$ cat src/rtl/slave_if_pkg.sv
// Shared constants for the GPIO slave register bank: bus widths, register map,
// and the width of the register-index field within a byte address.
package slave_if_pkg;
  localparam int DATA_WIDTH_DEF = 32;
  localparam int ADDR_WIDTH_DEF = 32;
  localparam int NUM_REGS_DEF   = 8;

  localparam int REG_DATA_OUT = 0;
  localparam int REG_DIR      = 1;
  localparam int REG_DATA_IN  = 2;

  function automatic int idx_width(input int num_regs);
    return (num_regs <= 2) ? 1 : $clog2(num_regs);
  endfunction
endpackage

$ cat src/rtl/slave_addr_decode.sv
// Byte address -> register index plus legality (word aligned, nothing set above
// the index field).
module slave_addr_decode #(
  parameter int ADDR_WIDTH = 32,
  parameter int IDX_W      = 3
) (
  input  logic [ADDR_WIDTH-1:0] addr_i,
  output logic [IDX_W-1:0]      idx_o,
  output logic                  legal_o
);
  logic [ADDR_WIDTH-1:0] upper;

  assign idx_o   = addr_i[2 +: IDX_W];
  assign upper   = addr_i >> (2 + IDX_W);
  assign legal_o = (addr_i[1:0] == 2'b00) && (upper == '0);
endmodule

$ cat src/rtl/slave_interface.sv
// GPIO slave register bank: independent write/read channels, registered read
// data and a one-cycle access-error pulse.
module slave_interface
  import slave_if_pkg::*;
#(
  parameter int                    DATA_WIDTH = DATA_WIDTH_DEF,
  parameter int                    ADDR_WIDTH = ADDR_WIDTH_DEF,
  parameter int                    NUM_REGS   = NUM_REGS_DEF,
  parameter logic [NUM_REGS-1:0]   RO_MASK    = '0
) (
  input  logic                  i_Clk,
  input  logic                  i_Rst,
  input  logic                  i_WEnable,
  input  logic [ADDR_WIDTH-1:0] i_WAddr,
  input  logic [DATA_WIDTH-1:0] i_WData,
  input  logic                  i_REnable,
  input  logic [ADDR_WIDTH-1:0] i_RAddr,
  output logic [DATA_WIDTH-1:0] o_RData,
  output logic                  o_Err
);
  localparam int IDX_W = idx_width(NUM_REGS);

  logic [NUM_REGS-1:0][DATA_WIDTH-1:0] regs_q, regs_d;
  logic [DATA_WIDTH-1:0]               rdata_q, rdata_d;
  logic                                err_q, err_d;

  logic [IDX_W-1:0] w_idx, r_idx;
  logic             w_legal, r_legal, w_ro;

  slave_addr_decode #(.ADDR_WIDTH(ADDR_WIDTH), .IDX_W(IDX_W)) u_wdec (
    .addr_i (i_WAddr),
    .idx_o  (w_idx),
    .legal_o(w_legal)
  );

  slave_addr_decode #(.ADDR_WIDTH(ADDR_WIDTH), .IDX_W(IDX_W)) u_rdec (
    .addr_i (i_RAddr),
    .idx_o  (r_idx),
    .legal_o(r_legal)
  );

  assign w_ro = RO_MASK[w_idx];

  // Read samples regs_q, so a same-cycle write to the same register is not seen.
  always_comb begin
    regs_d  = regs_q;
    rdata_d = rdata_q;
    if (i_WEnable && w_legal && !w_ro)
      regs_d[w_idx] = i_WData;
    if (i_REnable)
      rdata_d = r_legal ? regs_q[r_idx] : '0;
    err_d = (i_WEnable && (!w_legal || w_ro)) || (i_REnable && !r_legal);
  end

  always_ff @(posedge i_Clk) begin
    if (!i_Rst) begin
      regs_q  <= '0;
      rdata_q <= '0;
      err_q   <= 1'b0;
    end else begin
      regs_q  <= regs_d;
      rdata_q <= rdata_d;
      err_q   <= err_d;
    end
  end

  assign o_RData = rdata_q;
  assign o_Err   = err_q;
endmodule

$ cat config.mk
export PLATFORM = sky130hd
export DESIGN_NAME = slave_interface
export DESIGN_NICKNAME = d
export VERILOG_FILES = /design/src/rtl/slave_if_pkg.sv /design/src/rtl/slave_addr_decode.sv /design/src/rtl/slave_interface.sv
export SDC_FILE = /design/constraint.sdc
export NUM_CORES = 1
export LEC_CHECK = 0
export ABC_AREA = 1
export CORE_ASPECT_RATIO = 0.6
export CORE_MARGIN = 3
export CORE_UTILIZATION = 50
export CTS_BUF_LIST = sky130_fd_sc_hd__clkbuf_8
export CTS_CLUSTER_SIZE = 8
export DETAILED_ROUTE_END_ITERATION = 10
export HOLD_SLACK_MARGIN = 0.12
export PLACE_DENSITY = 0.8
export RECOVER_POWER = 50
export SYNTH_ARGS = -nofsm -noshare
export SYNTH_HDL_FRONTEND = slang
export SYNTH_HIERARCHICAL = 1
export SYNTH_SLANG_ARGS = --single-unit
export TNS_END_PERCENT = 100
$ cat constraint.sdc
create_clock -name i_Clk -period 4.25 [get_ports i_Clk]
set_input_delay 0.6375 -clock i_Clk [delete_from_list [all_inputs] [get_ports i_Clk]]
set_output_delay 0.6375 -clock i_Clk [all_outputs]
set_load 0.005 [all_outputs]
==> results.ini, run 1 <==
[grt]
grt_use_total = 0.243
grt_pass1_wl_um = 54800
use_met3 = 0.0443
antenna_found_initial = 0
grt_max_degree = 192
grt_busiest_layer = met2
grt_pass1_vias = 11000
grt_util_met2 = 0.378
use_met1 = 0.346
grt_overflow = 0

[pwr]
p_int_mw = 3.88
power_mw = 5.17
power.share.combinational = 0.086
power.density_nw_per_um2 = 353
peakVddDrop_mv = 0.231
switching_share = 0.250
seq_power_share = 0.524
p_clk_frac = 0.390
power.switching_mw = 1.29
leakagePower_nw = 5.79

[worst_setup_path]
criticalPathCategory = input pin to flip-flop
cpMostUsedCell = nand3_1
crit_path_end_kind = flip-flop
start_kind = input pin
path_max_fanout = 68
required_ps = 4680
critPathMaxStageDelay_ps = 1350
crit_slowest_cell = inv_2
arrival_ps = 3750
path_cells = clkbuf_2 -> inv_2 -> buf_4 -> nand2_1 -> nand3_1 -> nand3_1 -> nand3_1 -> a21oi_1
r2r-start = regs_q[189]$_SDFFE_PN0P_
crit_start = i_RAddr[2]

[logic_synthesis]
synthCells = 1828
yosys.cell_types.count = 17
ys_seq_area_frac = 0.457
syn_nets = 1928
yosys-top-cells-area = dfxtp_1 (46%), a21oi_1 (11%), o21ai_0 (10%)
synth_compound_area_frac = 0.215
synthSimpleGateAreaFrac = 0.199
synth_top_area_frac = 0.457
synth_warnings = 6
synth-seq-cells = 289
yosys.area.top_type = dfxtp_1
synth_xor_area_frac = 0
avgSynthCellArea_um2 = 6.93
synthAdderAreaFrac = 0
synth_top_family_by_area = compound AO/OA/AOI/OAI gates
synthMuxAreaShare = 0
syn-cell-area_um2 = 12700

[sta]
hold_viol_final = 0
skew_ps = 21.2
setup_violations = 0
final.setup.tns_ps = 0
setup_ws_ps = 921
worstMarginPinSlew_ps = 1500
relSlewSlack = 0.00255
max_freq_mhz = 300
rsz0062_at_grt = no
min_period_over_period = 0.783
drv_slew = 0
min_period_ps = 3330

[die]
die_w_um = 211
placeableCoreArea_um2 = 24600
die_h_um = 129
io_pins = 133
core.rowCount = 44
die_area_um2 = 27300
initial_core_util = 0.516

[placement]
port_buffers = 132
dpl.cell_count = 2164
hpwl_um = 20500
finalWeightedCongestion = 0.763
dp_slack_ps = 1010

[outcome]
outcome = finished clean

[final_layout]
drive_gt1_frac = 0.0411
nFillCells = 2207
final_common_cell = nand2_1
diodes = 0
stdcell_count = 2222
fin_nets = 1987
layout_common_cells = nand2_1 (316), dfxtp_1 (289), a21oi_1 (288)
area_growth_pct = 15.6

[route]
via_count = 12000
drt-pass1-iter-count = 6
drc = 0
via_per_inst = 5.39
ant_nets = 0
drt_iter0_markers = 1077
wirelength_um = 34100
routedWlPerCell_um = 15.3

[run]
maxCapViolCount = 0

[cts]
htreeDepth = 2
clk_pin_slew_worst_paths_ps = 60
cts_tree = built
post_cts_resized = 0
cts_buffer_depth = 3
ctsHoldBuffers = 0
postCtsSetupBuffers = 0
cts_made_buffers = 43
clkLatencyLatePin_ps = 570
numClockSinks = 289
cts-root-buf = clkbuf_8

[hold_path]
hp-class = flip-flop to flip-flop
worstHoldStart = regs_q[87]$_SDFFE_PN0P_

sequential cells by signal, indices dropped and copies added (netlist names):
signal   count
o_Err        1
o_RData     32
regs_q     256
synthesized netlist by cell type:
cell        n
clkbuf_1   65
dfxtp_1   289
nor2_1     39
nand2_1   309
inv_2       3
nor2_4      2
or2_1       2
buf_2      58
nand3_1   224
clkbuf_2    2
nand2_2     9
inv_1     267
buf_1       8
a21oi_1   288
o21ai_0   256
buf_4       6
o22ai_1     1
worst max-delay path, delay by kind of cell:
kind,cells,cell delay [ps]
and+or+nand+nor,4,430
AOI/OAI and AO/OA,1,80
buffers and inverters,3,2570
through the flow:
step	hold slack (ps)	instance area (um^2)	utilization
detailed placement	443	14000	0.570
global route	463	14600	0.596
floorplan	429	12700	-
finish	451	14600	0.596
CTS	453	14700	0.598
global placement	438	14000	0.570
layer usage:
layer | vias to the layer above | routed length, um
met1 | 5446 | 15900
met2 | 472 | 14500
met5 | - | 0
li1 | 5997 | -
met4 | 0 | 790
met3 | 62 | 2840
cell families (layout without fill, tap and decap cells):
group	after synthesis	after routing
AO/OA/AOI/OAI	545	545
AND/OR/NAND/NOR	585	585
buffers and inverters	409	481
flip-flops	289	289
layout make-up:
class                   instances  area [um^2]  share of cell area
clock buffers                  47          647              0.0442
clock inverters                11         50.0             0.00342
inverters                     270         1010              0.0692
multi-input cells            1130         5220               0.356
flip-flops and latches        289         5790               0.395
well taps                     322          403              0.0275
repair buffers                153         1530               0.104
power groups by stage:
stage                     clock (mW)  combinational (mW)  sequential, mW
final                           2.01               0.443            2.71
after global routing            2.18               0.489            2.71
after CTS                       2.05               0.437            2.71
after detailed placement           0               0.436            2.77
after global placement             0               0.429            2.77
after floorplan                    0               0.252            2.77
path summary, 6_finish.rpt:
kind	to	slack, ps	depth (start not counted)
worst min-delay path	regs_q[87]$_SDFFE_PN0P_	450	2
worst max register to register	o_RData[29]$_SDFFE_PN0P_	3200	6
worst max-delay path	o_RData[28]$_SDFFE_PN0P_	920	8
worst min register to register	regs_q[87]$_SDFFE_PN0P_	450	2
No activity file was read; power rests on OpenSTA's default activity.
==> inputs of run 2 (changes only) <==
--- a/config.mk
+++ b/config.mk
@@ -13,7 +13,7 @@
 export CTS_CLUSTER_SIZE = 8
 export DETAILED_ROUTE_END_ITERATION = 10
 export HOLD_SLACK_MARGIN = 0.12
-export PLACE_DENSITY = 0.8
+export PLACE_DENSITY = 0.83
 export RECOVER_POWER = 50
 export SYNTH_ARGS = -nofsm -noshare
 export SYNTH_HDL_FRONTEND = slang
==> constraint.sdc (replaced) <==
create_clock -name i_Clk -period 2.9 [get_ports i_Clk]
set_input_delay 0.435 -clock i_Clk [delete_from_list [all_inputs] [get_ports i_Clk]]
set_output_delay 0.435 -clock i_Clk [all_outputs]
set_load 0.005 [all_outputs]
==> run 2 against run 1 <==
Against the previous run: sequential cell count unchanged; cell area up 0.20%; critical path depth up 3; total power rose by 45%; highest routed layer unchanged; largest cell class unchanged; critical endpoint is now regs_q[117]$_SDFFE_PN0P_.
==> results.ini, run 2 (synthesis results as in run 1) <==
[outcome]
outcome = finished clean

[cts]
cts-root-buf = clkbuf_8
ctsHoldBuffers = 0  ; unchanged
post_cts_resized = 0  ; unchanged
numClockSinks = 289  ; unchanged
clk_pin_slew_worst_paths_ps = 60  ; about the same
cts_buffer_depth = 3  ; unchanged
cts_tree = built
htreeDepth = 2  ; unchanged
clkLatencyLatePin_ps = 550  ; -20 ps
postCtsSetupBuffers = 0  ; unchanged
cts_made_buffers = 43  ; unchanged

[pwr]
power.density_nw_per_um2 = 512  ; +45%
switching_share = 0.247  ; -0.00306
peakVddDrop_mv = 0.290  ; +26%
p_clk_frac = 0.382  ; -0.008
power.share.combinational = 0.089  ; +0.003
power.switching_mw = 1.85  ; +43%
p_int_mw = 5.65  ; +46%
leakagePower_nw = 5.82  ; +0.49%
seq_power_share = 0.529  ; +0.005

[sta]
rsz0062_at_grt = no
drv_slew = 0  ; unchanged
final.setup.tns_ps = 0  ; unchanged
setup_ws_ps = 466  ; -455 ps
hold_viol_final = 0  ; unchanged
max_freq_mhz = 411
setup_violations = 0  ; unchanged
skew_ps = 23.1  ; +1.91 ps
min_period_over_period = 0.839
relSlewSlack = 0.372  ; +0.369
worstMarginPinSlew_ps = 943  ; -554 ps
min_period_ps = 2430

[die]
die_area_um2 = 27300  ; unchanged
die_h_um = 129  ; unchanged
placeableCoreArea_um2 = 24600  ; unchanged
die_w_um = 211  ; unchanged
initial_core_util = 0.516  ; unchanged
core.rowCount = 44  ; unchanged
io_pins = 133  ; unchanged

[final_layout]
final_cell_area_um2 = 14700  ; +0.20%
final_common_cell = nand2_1
largest-register = regs_q
fin_nets = 1992  ; +0.25%
layout_common_cells = nand2_1 (310), dfxtp_1 (289), a21oi_1 (288)
multi_input_area_um2 = 5230  ; +0.29%
stdcell_count = 2228  ; +0.27%
regArea_um2 = 5790  ; unchanged
diodes = 0  ; unchanged
area_growth_pct = 15.8
nFillCells = 2216  ; +0.41%
drive_gt1_frac = 0.0451  ; +0.00407
largest_reg_flops = 256  ; unchanged

[grt]
grt_pass1_vias = 11100  ; +1.3%
grt_max_degree = 129  ; -33%
grt_pass1_wl_um = 55600  ; +1.4%
antenna_found_initial = 0  ; unchanged
grt_overflow = 0  ; unchanged
grt_use_total = 0.246  ; +0.00267

[worst_setup_path]
crit_path_end_kind = flip-flop
criticalPathCategory = input pin to flip-flop
start_kind = input pin
arrival_ps = 2840  ; -910 ps
required_ps = 3310  ; -1370 ps
reg2reg_depth = 6  ; unchanged
path_max_fanout = 50  ; -26%

[placement]
dpl.cell_count = 2169  ; +0.23%
finalWeightedCongestion = 0.776  ; +1.6%
hpwl_um = 20300  ; -0.96%
port_buffers = 132  ; unchanged
post_dp_cell_area_um2 = 14000  ; +0.27%
dp_slack_ps = 314  ; -700 ps

[hold_path]
hold_depth = 2  ; unchanged
hp-class = flip-flop to flip-flop

[route]
ant_nets = 0  ; unchanged
via_per_inst = 5.37  ; -0.33%
drt-pass1-iter-count = 6  ; unchanged
via_count = 12000  ; -0.058%
drt_iter0_markers = 1187  ; +10%
routedWlPerCell_um = 15.4  ; +0.19%
wirelength_um = 34200  ; +0.46%
drc = 0  ; unchanged

[run]
maxCapViolCount = 0  ; unchanged

run 2: cell types whose count changed in the layout (fill, tap and decap cells not counted), moves of 2 or more:
| cell | previous run | this run |
|---|---|---|
| buf_4 | 16 | 23 |
| clkdlybuf4s50_1 | 93 | 95 |
| dlygate4sd3_1 | 36 | 34 |
| nand2_1 | 316 | 310 |
| nand2_2 | 2 | 8 |
| inv_1 | 276 | 280 |
run 2: power by group through the flow:
| stage | logic, mW | clock network, mW | registers, mW |
|---|---|---|---|
| after global placement | 0.635 | 0 | 4.06 |
| after floorplan | 0.370 | 0 | 4.06 |
| after detailed placement | 0.650 | 0 | 4.06 |
| final | 0.665 | 2.87 | 3.97 |
| after global routing | 0.734 | 3.12 | 3.97 |
| after CTS | 0.654 | 2.93 | 3.97 |
run 2: path summary, 6_finish.rpt:
kind	start	end	slack, ps
setup / recovery	i_WAddr[7]	regs_q[117]$_SDFFE_PN0P_	470
hold / removal	regs_q[121]$_SDFFE_PN0P_	regs_q[121]$_SDFFE_PN0P_	450
setup reg to reg	regs_q[231]$_SDFFE_PN0P_	o_RData[7]$_SDFFE_PN0P_	1840
hold reg to reg	regs_q[121]$_SDFFE_PN0P_	regs_q[121]$_SDFFE_PN0P_	450
run 2: cell type report:
cell class | count | area share
clock buffer | 46 | 0.0432
clock inverter | 13 | 0.00333
inverter | 270 | 0.0693
multi-input combinational | 1130 | 0.357
sequential | 289 | 0.394
tap | 322 | 0.0275
timing repair buffer | 158 | 0.106
run 2: per-stage QoR:
step | util | hold WS (ps) | power [mW]
final | 0.597 | 450 | 7.50
after global routing | 0.597 | 460 | 7.82
after CTS | 0.599 | 450 | 7.56
after detailed placement | 0.571 | 441 | 4.71
after global placement | 0.571 | 436 | 4.69
after floorplan | - | 429 | 4.43
run 2: metal layers:
metal,track usage,vias to the layer above,wire length [um]
li1,-,6003,-
met1,0.349,5418,15600
met2,0.390,491,15200
met3,0.0491,58,2890
met4,0.0563,0,493
met5,0,-,0
run 2: worst max-delay path, cell delays in order:
cell and delay [ps]:
clkdlybuf4s50_1 390, or2_1 220, nor2_1 110, nand2_1 60, nor2_1 190, nand2_2 80, nor2_1 290, nand2_1 390
buf_12 310, o21ai_0 240, a21oi_1 80
